$ cat config.mk
export PLATFORM = sky130hd
export DESIGN_NAME = interrupt_controller
export DESIGN_NICKNAME = d
export VERILOG_FILES = /design/src/rtl/interrupt_defs.sv /design/src/rtl/input_debouncer.sv /design/src/rtl/interrupt_controller.sv
export SDC_FILE = /design/constraint.sdc
export NUM_CORES = 1
export LEC_CHECK = 0
export CAP_MARGIN = 20
export CORE_MARGIN = 8
export CORE_UTILIZATION = 25
export DETAILED_ROUTE_END_ITERATION = 6
export PLACE_DENSITY = 0.66
export SYNTH_ARGS = -nofsm -noshare
export SYNTH_HDL_FRONTEND = slang
export SYNTH_HIERARCHICAL = 1
export SYNTH_SLANG_ARGS = --single-unit
$ cat constraint.sdc
create_clock -name clock -period 2.5 [get_ports clock]
set_input_delay 0.5 -clock clock [delete_from_list [all_inputs] [get_ports clock]]
set_output_delay 0.5 -clock clock [all_outputs]
set_load 0.1 [all_outputs]
$ cat src/rtl/interrupt_defs.sv
// Shared defaults for the interrupt controller: line count, vector layout,
// named line indices and the handler-number width.
package interrupt_defs;

  localparam int unsigned INT_LINES = 3;
  localparam logic [31:0] INT_VECTOR_BASE = 32'h0000_0100;
  localparam logic [31:0] INT_VECTOR_STRIDE = 32'h0000_0010;

  localparam int unsigned INT_LINE0 = 0;
  localparam int unsigned INT_LINE1 = 1;
  localparam int unsigned INT_LINE2 = 2;

  localparam int unsigned IRQ_NUM_W = $clog2(INT_LINES);

endpackage

$ cat src/rtl/input_debouncer.sv
// One interrupt line: 2-flop synchroniser, optional debounce filter (built only
// when INTERRUPT_DEBOUNCE_EN is defined) and a one-cycle rising-edge pulse.
module input_debouncer #(
  parameter int unsigned DEBOUNCE_CYCLES = 16
) (
  input  logic clock,
  input  logic reset,
  input  logic raw,
  output logic rise
);

  logic sync1_q, sync2_q, prev_q;
  logic stable;

`ifdef INTERRUPT_DEBOUNCE_EN
  localparam int unsigned CW = $clog2(DEBOUNCE_CYCLES + 1);

  logic [CW-1:0] count_q;
  logic          stable_q;

  // The cycle that would bring the count to DEBOUNCE_CYCLES commits the new level.
  always_ff @(posedge clock or posedge reset) begin
    if (reset) begin
      count_q  <= '0;
      stable_q <= 1'b0;
    end else if (sync2_q == stable_q) begin
      count_q <= '0;
    end else if (count_q == CW'(DEBOUNCE_CYCLES - 1)) begin
      stable_q <= sync2_q;
      count_q  <= '0;
    end else begin
      count_q <= count_q + CW'(1);
    end
  end

  assign stable = stable_q;
`else
  logic unused_debounce;
  assign unused_debounce = ^DEBOUNCE_CYCLES;
  assign stable = sync2_q;
`endif

  always_ff @(posedge clock or posedge reset) begin
    if (reset) begin
      sync1_q <= 1'b0;
      sync2_q <= 1'b0;
      prev_q  <= 1'b0;
    end else begin
      sync1_q <= raw;
      sync2_q <= sync1_q;
      prev_q  <= stable;
    end
  end

  assign rise = stable & ~prev_q;

endmodule

$ cat src/rtl/interrupt_controller.sv
// Prioritised interrupt controller: per-line conditioning, pending latch, enable
// mask, nesting via in-service bits. Debounce enabled by INTERRUPT_DEBOUNCE_EN.
module interrupt_controller
  import interrupt_defs::*;
#(
  parameter int unsigned LINES           = INT_LINES,
  parameter int unsigned DEBOUNCE_CYCLES = 16,
  parameter logic [31:0] VECTOR_BASE     = INT_VECTOR_BASE,
  parameter logic [31:0] VECTOR_STRIDE   = INT_VECTOR_STRIDE
) (
  input  logic                     clock,
  input  logic                     reset,
  input  logic [LINES-1:0]         rawInterrupt,
  input  logic                     enableWrite,
  input  logic [LINES-1:0]         enableData,
  input  logic                     irqAck,
  input  logic                     irqReturn,
  output logic                     irqRequest,
  output logic [$clog2(LINES)-1:0] irqNumber,
  output logic [31:0]              irqVector,
  output logic [LINES-1:0]         pendingOut,
  output logic [LINES-1:0]         inService
);

  localparam int unsigned NW = $clog2(LINES);

  logic [LINES-1:0] rise;
  logic [LINES-1:0] pending_q, pending_d;
  logic [LINES-1:0] enable_q, enable_d;
  logic [LINES-1:0] inservice_q, inservice_d;
  logic             req;
  logic [NW-1:0]    num;

  for (genvar g = 0; g < LINES; g++) begin : gen_line
    input_debouncer #(
      .DEBOUNCE_CYCLES(DEBOUNCE_CYCLES)
    ) u_debouncer (
      .clock(clock),
      .reset(reset),
      .raw  (rawInterrupt[g]),
      .rise (rise[g])
    );
  end

  always_comb begin
    int  cand;
    int  cur;
    logic found;
    cand  = 0;
    cur   = -1;
    found = 1'b0;
    for (int i = 0; i < int'(LINES); i++) begin
      if (pending_q[i] && enable_q[i]) begin
        cand  = i;
        found = 1'b1;
      end
      if (inservice_q[i]) cur = i;
    end
    req = found && (cand > cur);
    num = req ? NW'(cand) : '0;
  end

  always_comb begin
    logic cleared;
    cleared     = 1'b0;
    pending_d   = pending_q;
    inservice_d = inservice_q;
    enable_d    = enableWrite ? enableData : enable_q;
    if (irqReturn) begin
      for (int i = int'(LINES) - 1; i >= 0; i--) begin
        if (inservice_q[i] && !cleared) begin
          inservice_d[i] = 1'b0;
          cleared        = 1'b1;
        end
      end
    end
    if (irqAck && req) begin
      pending_d[num]   = 1'b0;
      inservice_d[num] = 1'b1;
    end
    // A fresh edge on the line being acknowledged keeps it pending.
    pending_d = pending_d | rise;
  end

  always_ff @(posedge clock or posedge reset) begin
    if (reset) begin
      pending_q   <= '0;
      inservice_q <= '0;
      enable_q    <= '1;
    end else begin
      pending_q   <= pending_d;
      inservice_q <= inservice_d;
      enable_q    <= enable_d;
    end
  end

  assign irqRequest = req;
  assign irqNumber  = num;
  assign irqVector  = VECTOR_BASE + 32'(num) * VECTOR_STRIDE;
  assign pendingOut = pending_q;
  assign inService  = inservice_q;

endmodule

# Word level (Yosys, flattened, before mapping)
# Cells that the tools add are included.
# word_totals
in_bits	11
wordCells	56
regBits	18
output_inout_bits	41
# op_classes
order_cmp	3
add_sub_neg	1
n_mux	20
bitwise_logic	10
n_reduce_logical	10
# op_table
op	n
32-bit two-way mux	4
32-bit > comparator	1
1-bit two-way mux	11
9-bit by 6-bit adder with 10-bit output, first input constant	1
3-bit two-way mux	3
1-bit logical AND	8
3-bit OR	2
1-bit bitwise AND	3
3-bit bitwise AND	1
2-bit by 3-bit less-than comparator with 1-bit output, second input constant	1
1-bit inverter	3
3-bit inverter	1
1-bit demux with 2-bit select	1
2-bit by 1-bit greater-or-equal comparator with 1-bit output, second input constant	1
1-bit zero test	2
2-bit two-way mux	1

# Logic depth before layout (Yosys ltp)
# Gate-level depths: netlist of run 1.
# depth
depth_word	14
ltp_mapped	8
depth_no_buf	7

# Modules after synthesis
# The synthesis of run 1 kept the hierarchy.
# by_module_without_submodules
module	area_per_inst_um2	cells_each	seq_area_each_um2	instances
interrupt_controller	740.7	80	229.0	1
input_debouncer	92.6	5	75.1	3

# Worst setup path after synthesis of run 1
# Ideal clock, no wire load.
# synth_path
path_kind	register to output
start	register inservice_q[2], in the netlist inService[2]
end	output irqVector[4]
t_arrival_ns	3.620
path_slack_ns	-1.620
n_path_buf	1
path_stages_with_launch	8
required_time_ns	2.000
cell_sequence	dfrtp_1 > nor2_1 > ha_1 > nor2b_4 > a2bb2oi_2 > nor2_1 > nor2_1 > buf_4
# synth_via
elab_chain_cells	5
# synth_rtl
item	line	source
start, declared	interrupt_controller.sv:30	logic [LINES-1:0] inservice_q, inservice_d;
start signal, assigned	interrupt_controller.sv:92	inservice_q <= inservice_d;
32-bit two-way mux	interrupt_controller.sv:57	if (inservice_q[i]) cur = i;
32-bit > comparator	interrupt_controller.sv:59	req = found && (cand > cur);
1-bit logical AND	interrupt_controller.sv:59	
2-bit two-way mux	interrupt_controller.sv:60	num = req ? NW'(cand) : '0;
net irqNumber[0]	interrupt_controller.sv:19	output logic [$clog2(LINES)-1:0] irqNumber,
9-bit by 6-bit adder with 10-bit output	interrupt_controller.sv:99	assign irqVector = VECTOR_BASE + 32'(num) * VECTOR_STRIDE;
end, declared	interrupt_controller.sv:20	output logic [31:0] irqVector,
# The timed path passes the listed nets, and every way through them passes these cells.

# Worst setup path after layout of run 1
# layout_path
start	register inservice_q[1], in the netlist inService[1]
end	output irqNumber[0]
# layout_via
elab_chain_cells	5
# layout_rtl
item	line
32-bit two-way mux (2 in series)	interrupt_controller.sv:57
32-bit > comparator	interrupt_controller.sv:59
1-bit logical AND	interrupt_controller.sv:59
2-bit two-way mux	interrupt_controller.sv:60
end, declared	interrupt_controller.sv:19
# Every way passes these cells.

==> impl_metrics.py, run 1 <==
metrics = {
    "status": {
        "status": "finished, violations left",
        "violations": "setup timing",
    },
    "worst_setup_path": {
        "cp_common_cell": "nor2_4",
        "timing.rr.start": "enable_q[2]",
        "critPathMaxStageDelay_ns": 0.49,
        "crit_type": "reg2out",
        "cp_max_fo": 3,
        "cpMaxStageDelayCell": "dfrtp_4",
        "cp-end-kind": "primary output",
        "crit_cells": 8,
        "crit_family": "simple AND/OR/NAND/NOR gates",
        "start_kind": "register",
        "worstPathArrival_ns": 2.02,
        "reg2reg_slack_ns": 0.65,
        "worstPathRequired_ns": 2.00,
        "path_buf_inv": 1,
        "rr_worst_depth": 8,
        "r2r_end": "pendingOut[0]",
        "cp_cell_sequence": "nor2_4, nor2_4, ha_4, nor2b_4, a2bb2oi_4, nor2_4, nor2_4, buf_12",
    },
    "routing": {
        "wl_met2_mm": 1.135,
        "drt_iter0_markers": 25,
        "avgViaCountPerCell": 3.663,
        "met1_length_um": 719,
        "top_layer_used": "met4",
        "drc": 0,
        "wl_mm": 2.179,
        "wl_met3_um": 310,
        "num_vias": 630,
        "ant_nets": 0,
        "wire_per_inst_um": 12.67,
        "firstDrtPassIters": 3,
    },
    "layout": {
        "seq_area_sq_um": 470.5,
        "final_area_sq_um": 1395,
        "layout.nets": 136,
        "multiInputGateArea_sq_um": 486.7,
        "layout-drive-gt1-share_pct": 40.98,
        "final_common_cell": "conb_1",
        "insertedDiodeCount": 0,
        "most-common-layout-cells": "30 x conb_1, 11 x buf_4, 10 x dfrtp_1, 10 x clkdlybuf4s50_1, 7 x inv_1",
        "fillers": 420,
        "area_growth_pct": 36.98,
    },
    "die": {
        "die_h_um": 79.83,
        "fp.coreArea_sq_um": 3971,
        "initial_core_util_pct": 25.65,
        "std_cell_rows": 23,
        "die_w_um": 79.83,
        "ios": 52,
        "die-area_sq_um": 6372,
    },
    "place": {
        "dpl_cell_area_sq_um": 1244,
        "place.gp.congestion": 0.7848,
        "hpwl_mm": 1.727,
        "port_buffers": 21,
    },
    "min_path": {
        "min_to": "gen_line[2].u_debouncer/stable",
        "hold_path.class": "reg2reg",
        "whs_path_depth": 0,
        "min_from": "gen_line[2].u_debouncer/sync1_q",
    },
    "global_routing": {
        "grt_start_max_net_pins": 11,
        "grt_pass1_wl_mm": 3.505,
        "grt_pass1_vias": 725,
        "antenna_found_initial": 0,
        "grtUsageTotal_pct": 7.164,
        "grt.overflow.total": 0,
    },
    "cts": {
        "clkLatencyLatePin_ns": 0.26,
        "clockBufferDepth": 2,
        "cts_tree": "done",
        "cts_hold_buf": 0,
        "htreeDepth": 1,
        "cts_buffers": 3,
        "clockRootBuffer": "clkbuf_8",
        "cts.sinks": 18,
        "clk_pin_slew_worst_paths_ns": 0.07,
    },
    "sta": {
        "drv_slew": 0,
        "finalCritPeriodShare_pct": 100.9,
        "fmax_mhz": 396.5,
        "post-route-min-period_ns": 2.522,
        "rsz0062_at_grt": "yes",
        "hold_viol_final": 0,
        "fin_skew_ns": 0.008649,
        "setup_viol": 2,
        "layout_setup_ws_ns": -0.02180,
    },
    "yosys": {
        "synthAdderAreaFrac_pct": 2.457,
        "synth_cell_types": 26,
        "syn_avg_cell_area_sq_um": 10.72,
        "syn_inst": 95,
        "netlist_area_sq_um": 1018,
        "yosys.area_share.simple_pct": 13.39,
        "synthXorXnorAreaFrac_pct": 0,
        "synth_top_family_by_area": "buffers and inverters",
        "synthMuxAreaShare_pct": 3.317,
        "ys_warn_count": 6,
        "ys_ff_latch": 18,
        "synth_compound_area_share_pct": 9.337,
        "seq_area_frac_synth_pct": 44.59,
    },
    "job": {
        "maxCapViolCount": 0,
    },
}
-- cells by family after synthesis --
family	after synthesis
adder cells (fa/ha/maj)	2
other	2
buffers and inverters	39
flip-flops	18
AND/OR/NAND/NOR	18
AO/OA/AOI/OAI	13
multiplexers	3
-- metrics by stage --
| step | worst slack [ns] | hold WS [ns] | setup TNS, ns | util, % | std cells |
|---|---|---|---|---|---|
| after floorplan | -0.3554 | 0.2536 | -1.012 | - | 123 |
| after global placement | 0.2173 | 0.3340 | 0 | 31.32 | 162 |
| after detailed placement | 0.1473 | 0.3365 | 0 | 31.32 | 162 |
| after CTS | 0.009897 | 0.3515 | 0 | 34.50 | 171 |
| after global routing | -0.1106 | 0.3564 | -0.4502 | 35.13 | 172 |
| final | -0.02180 | 0.3514 | -0.04316 | 35.13 | 172 |
-- area by class of cell --
| class | instances | share of cell area, % |
|---|---|---|
| clock buffers | 4 | 3.946 |
| inverters | 7 | 1.883 |
| well taps | 50 | 4.484 |
| flip-flops and latches | 18 | 33.72 |
| multi-input cells | 66 | 34.89 |
| repair buffers | 27 | 21.08 |
-- synth_stat cells --
master,instances,share of area (%)
mux2_2,3,3.3
nand2_1,3,1.1
or2_1,1,0.61
o211ai_1,1,0.74
o22ai_1,1,0.61
a21o_1,1,0.74
dfstp_2,3,7.7
a21oi_1,2,0.98
nand2_2,1,0.61
o22a_1,2,1.7
o21ai_1,2,0.98
inv_1,7,2.6
buf_4,32,24
nand3_1,1,0.49
nand3b_1,1,0.74
nor2b_4,4,5.4
conb_1,2,0.74
o21ai_2,1,0.86
a2bb2oi_2,1,1.5
nor2_1,5,1.8
a22oi_1,1,0.74
dfrtp_1,15,37
nor3_4,1,1.6
ha_1,2,2.5
nand3_2,1,0.98
o21ai_0,1,0.49
-- registers in the layout, indices dropped and copies added (netlist names) --
register	cells
gen_line.u_debouncer/sync1_q	3
gen_line.u_debouncer/prev_q	3
pendingOut	3
gen_line.u_debouncer/stable	3
inService	3
enable_q	3
-- worst max path at each step --
stage                      start      endpoint  slack [ns]
finish              inService[1]  irqNumber[0]       -0.02
global route        inService[1]  irqVector[4]       -0.11
CTS                 inService[0]  irqNumber[0]        0.01
detailed placement  inService[0]  irqNumber[0]        0.15
global placement    inService[0]  irqNumber[0]        0.22
floorplan           inService[0]  irqVector[5]       -0.36
-- per-layer routing --
layer / track usage [%] / up-vias
met1: 6.935 / 291
met3: 4.279 / 2
li1: - / 301
met5: 0 / -
met4: 2.182 / 0
met2: 12.47 / 36
-- repair_timing --
action / 4_1_cts / 5_1_grt
pin swaps: 5 / 6
endpoints found under the setup margin: 5 / 5
buffers inserted: 5 / 1
resized for setup: 5 / 4
Power of run 1 is not shown: default switching activity piles up to over one toggle a cycle in this logic, so the estimate is an artifact.
==> run 2, diff against run 1 <==
--- a/config.mk
+++ b/config.mk
@@ -9,7 +9,9 @@
 export CORE_MARGIN = 8
 export CORE_UTILIZATION = 25
 export DETAILED_ROUTE_END_ITERATION = 6
-export PLACE_DENSITY = 0.66
+export GPL_ROUTABILITY_DRIVEN = 0
+export PLACE_DENSITY = 0.51
+export SKIP_CTS_REPAIR_TIMING = 1
 export SYNTH_ARGS = -nofsm -noshare
 export SYNTH_HDL_FRONTEND = slang
 export SYNTH_HIERARCHICAL = 1
==> impl_metrics.py, run 2 (synthesis results as in run 1) <==
metrics = {
    "status": {
        "status": "finished, final reports clean",
    },
    "layout": {
        "layout-drive-gt1-share_pct": 41.46,
        "layout.cells.non_filler": 173,
        "final_common_cell": "conb_1",
        "layout.nets": 137,
        "area_growth_pct": 36.73,
        "most-common-layout-cells": "30 x conb_1, 13 x buf_4, 10 x dfrtp_1, 10 x clkdlybuf4s50_1, 6 x inv_1",
        "insertedDiodeCount": 0,
    },
    "sta": {
        "setup_viol": 0,
        "drv_slew": 0,
        "fin_skew_ns": 0.002584,
        "rsz0062_at_grt": "yes",
        "fmax_mhz": 406.3,
        "whs_ns": 0.3553,
        "hold_viol_final": 0,
        "post-route-min-period_ns": 2.461,
        "finalCritPeriodShare_pct": 98.45,
    },
    "routing": {
        "firstDrtPassIters": 3,
        "avgViaCountPerCell": 3.711,
        "drc": 0,
        "wire_per_inst_um": 11.49,
        "wl_mm": 1.987,
        "drt_iter0_markers": 21,
        "num_vias": 642,
        "ant_nets": 0,
    },
    "worst_setup_path": {
        "timing.rr.start": "inService[0]",
        "startpoint": "inService[0]",
        "start_kind": "register",
        "worstPathArrival_ns": 1.96,
        "crit_type": "reg2out",
        "cp_max_fo": 3,
        "cp_cell_sequence": "nor2_2, nor2_2, ha_4, nor2b_4, a2bb2oi_4, nor2_4, a21oi_4, buf_12",
        "cpMaxStageDelayCell": "dfrtp_4",
        "cp-end-kind": "primary output",
        "worstPathRequired_ns": 2.00,
        "cp_common_cell": "nor2_2",
        "critPathMaxStageDelay_ns": 0.49,
        "crit_family": "flip-flops",
        "path_buf_inv": 1,
    },
    "die": {
        "die-area_sq_um": 6372,
        "ios": 52,
        "die_w_um": 79.83,
        "fp.coreArea_sq_um": 3971,
        "die_h_um": 79.83,
        "std_cell_rows": 23,
        "initial_core_util_pct": 25.65,
    },
    "cts": {
        "clk_pin_slew_worst_paths_ns": 0.07,
        "clkLatencyLatePin_ns": 0.25,
        "clockRootBuffer": "clkbuf_8",
        "clockBufferDepth": 2,
        "cts_tree": "done",
        "cts_buffers": 3,
        "htreeDepth": 1,
        "cts.sinks": 18,
    },
    "global_routing": {
        "grt_pass1_wl_mm": 2.863,
        "grt.overflow.total": 0,
        "grt_start_max_net_pins": 11,
        "grtUsageTotal_pct": 5.561,
        "antenna_found_initial": 0,
        "grt_pass1_vias": 611,
    },
    "min_path": {
        "min_from": "gen_line[2].u_debouncer/sync1_q",
        "hold_path.class": "reg2reg",
    },
    "job": {
        "maxCapViolCount": 0,
    },
    "place": {
        "placedCellCount": 162,
        "port_buffers": 21,
        "hpwl_mm": 1.661,
    },
}
[run 2: changes by cell type in the layout (fill, tap and decap cells not counted), sizes merged]
cell,change
buf,+1
[run 2: through the flow]
step	utilization, %	worst slack (ns)	cell area (sq um)	TNS, ns
2_1_floorplan	-	-0.3554	1201	-1.012
3_3_place_gp	31.32	0.2040	1244	0
3_5_place_dp	31.32	0.1811	1244	0
4_1_cts	32.70	-0.1104	1299	-0.5233
5_1_grt	35.07	-0.03671	1393	-0.1473
6_report	35.07	0.03886	1393	0
[run 2: area by class of cell]
cell class              count  area [sq um]
inverters                   7         26.28
clock buffers               4         55.05
multi-input cells          66         480.5
fillers                   405          2579
well taps                  50         62.56
repair buffers             28         297.8
flip-flops and latches     18         470.5
[run 2: path summary, 6_finish.rpt]
kind	depth (start not counted)	slack (ns)	end
max in group asynchronous	2	1.58	enable_q[2]
worst max-delay path	8	0.04	irqRequest
worst max register to register	8	0.69	pendingOut[1]
min in group asynchronous	2	0.53	gen_line[0].u_debouncer/sync1_q
worst min register to register	0	0.36	gen_line[2].u_debouncer/stable
worst min-delay path	0	0.36	gen_line[2].u_debouncer/stable
[run 2: worst reg2reg max path: cells and delay by family (launching register included)]
family                     cells  cell delay, ns
AOI/OAI and AO/OA              3            0.45
buffers and inverters          1            0.14
and+or+nand+nor                3            0.35
DFF                            1            0.49
adders and majority gates      1            0.28
[run 2: per-layer routing]
layer  share of wire (%)  routed length, um  track usage (%)  up-vias
li1                    -                  -                -      302
met1                  36                724            6.213      302
met2                  47                930            9.291       38
met3                  17                332            2.477        0
met4                   0                  0            1.636        0
met5                   0                  0                0        -
Power of run 2 is left out for the same reason.
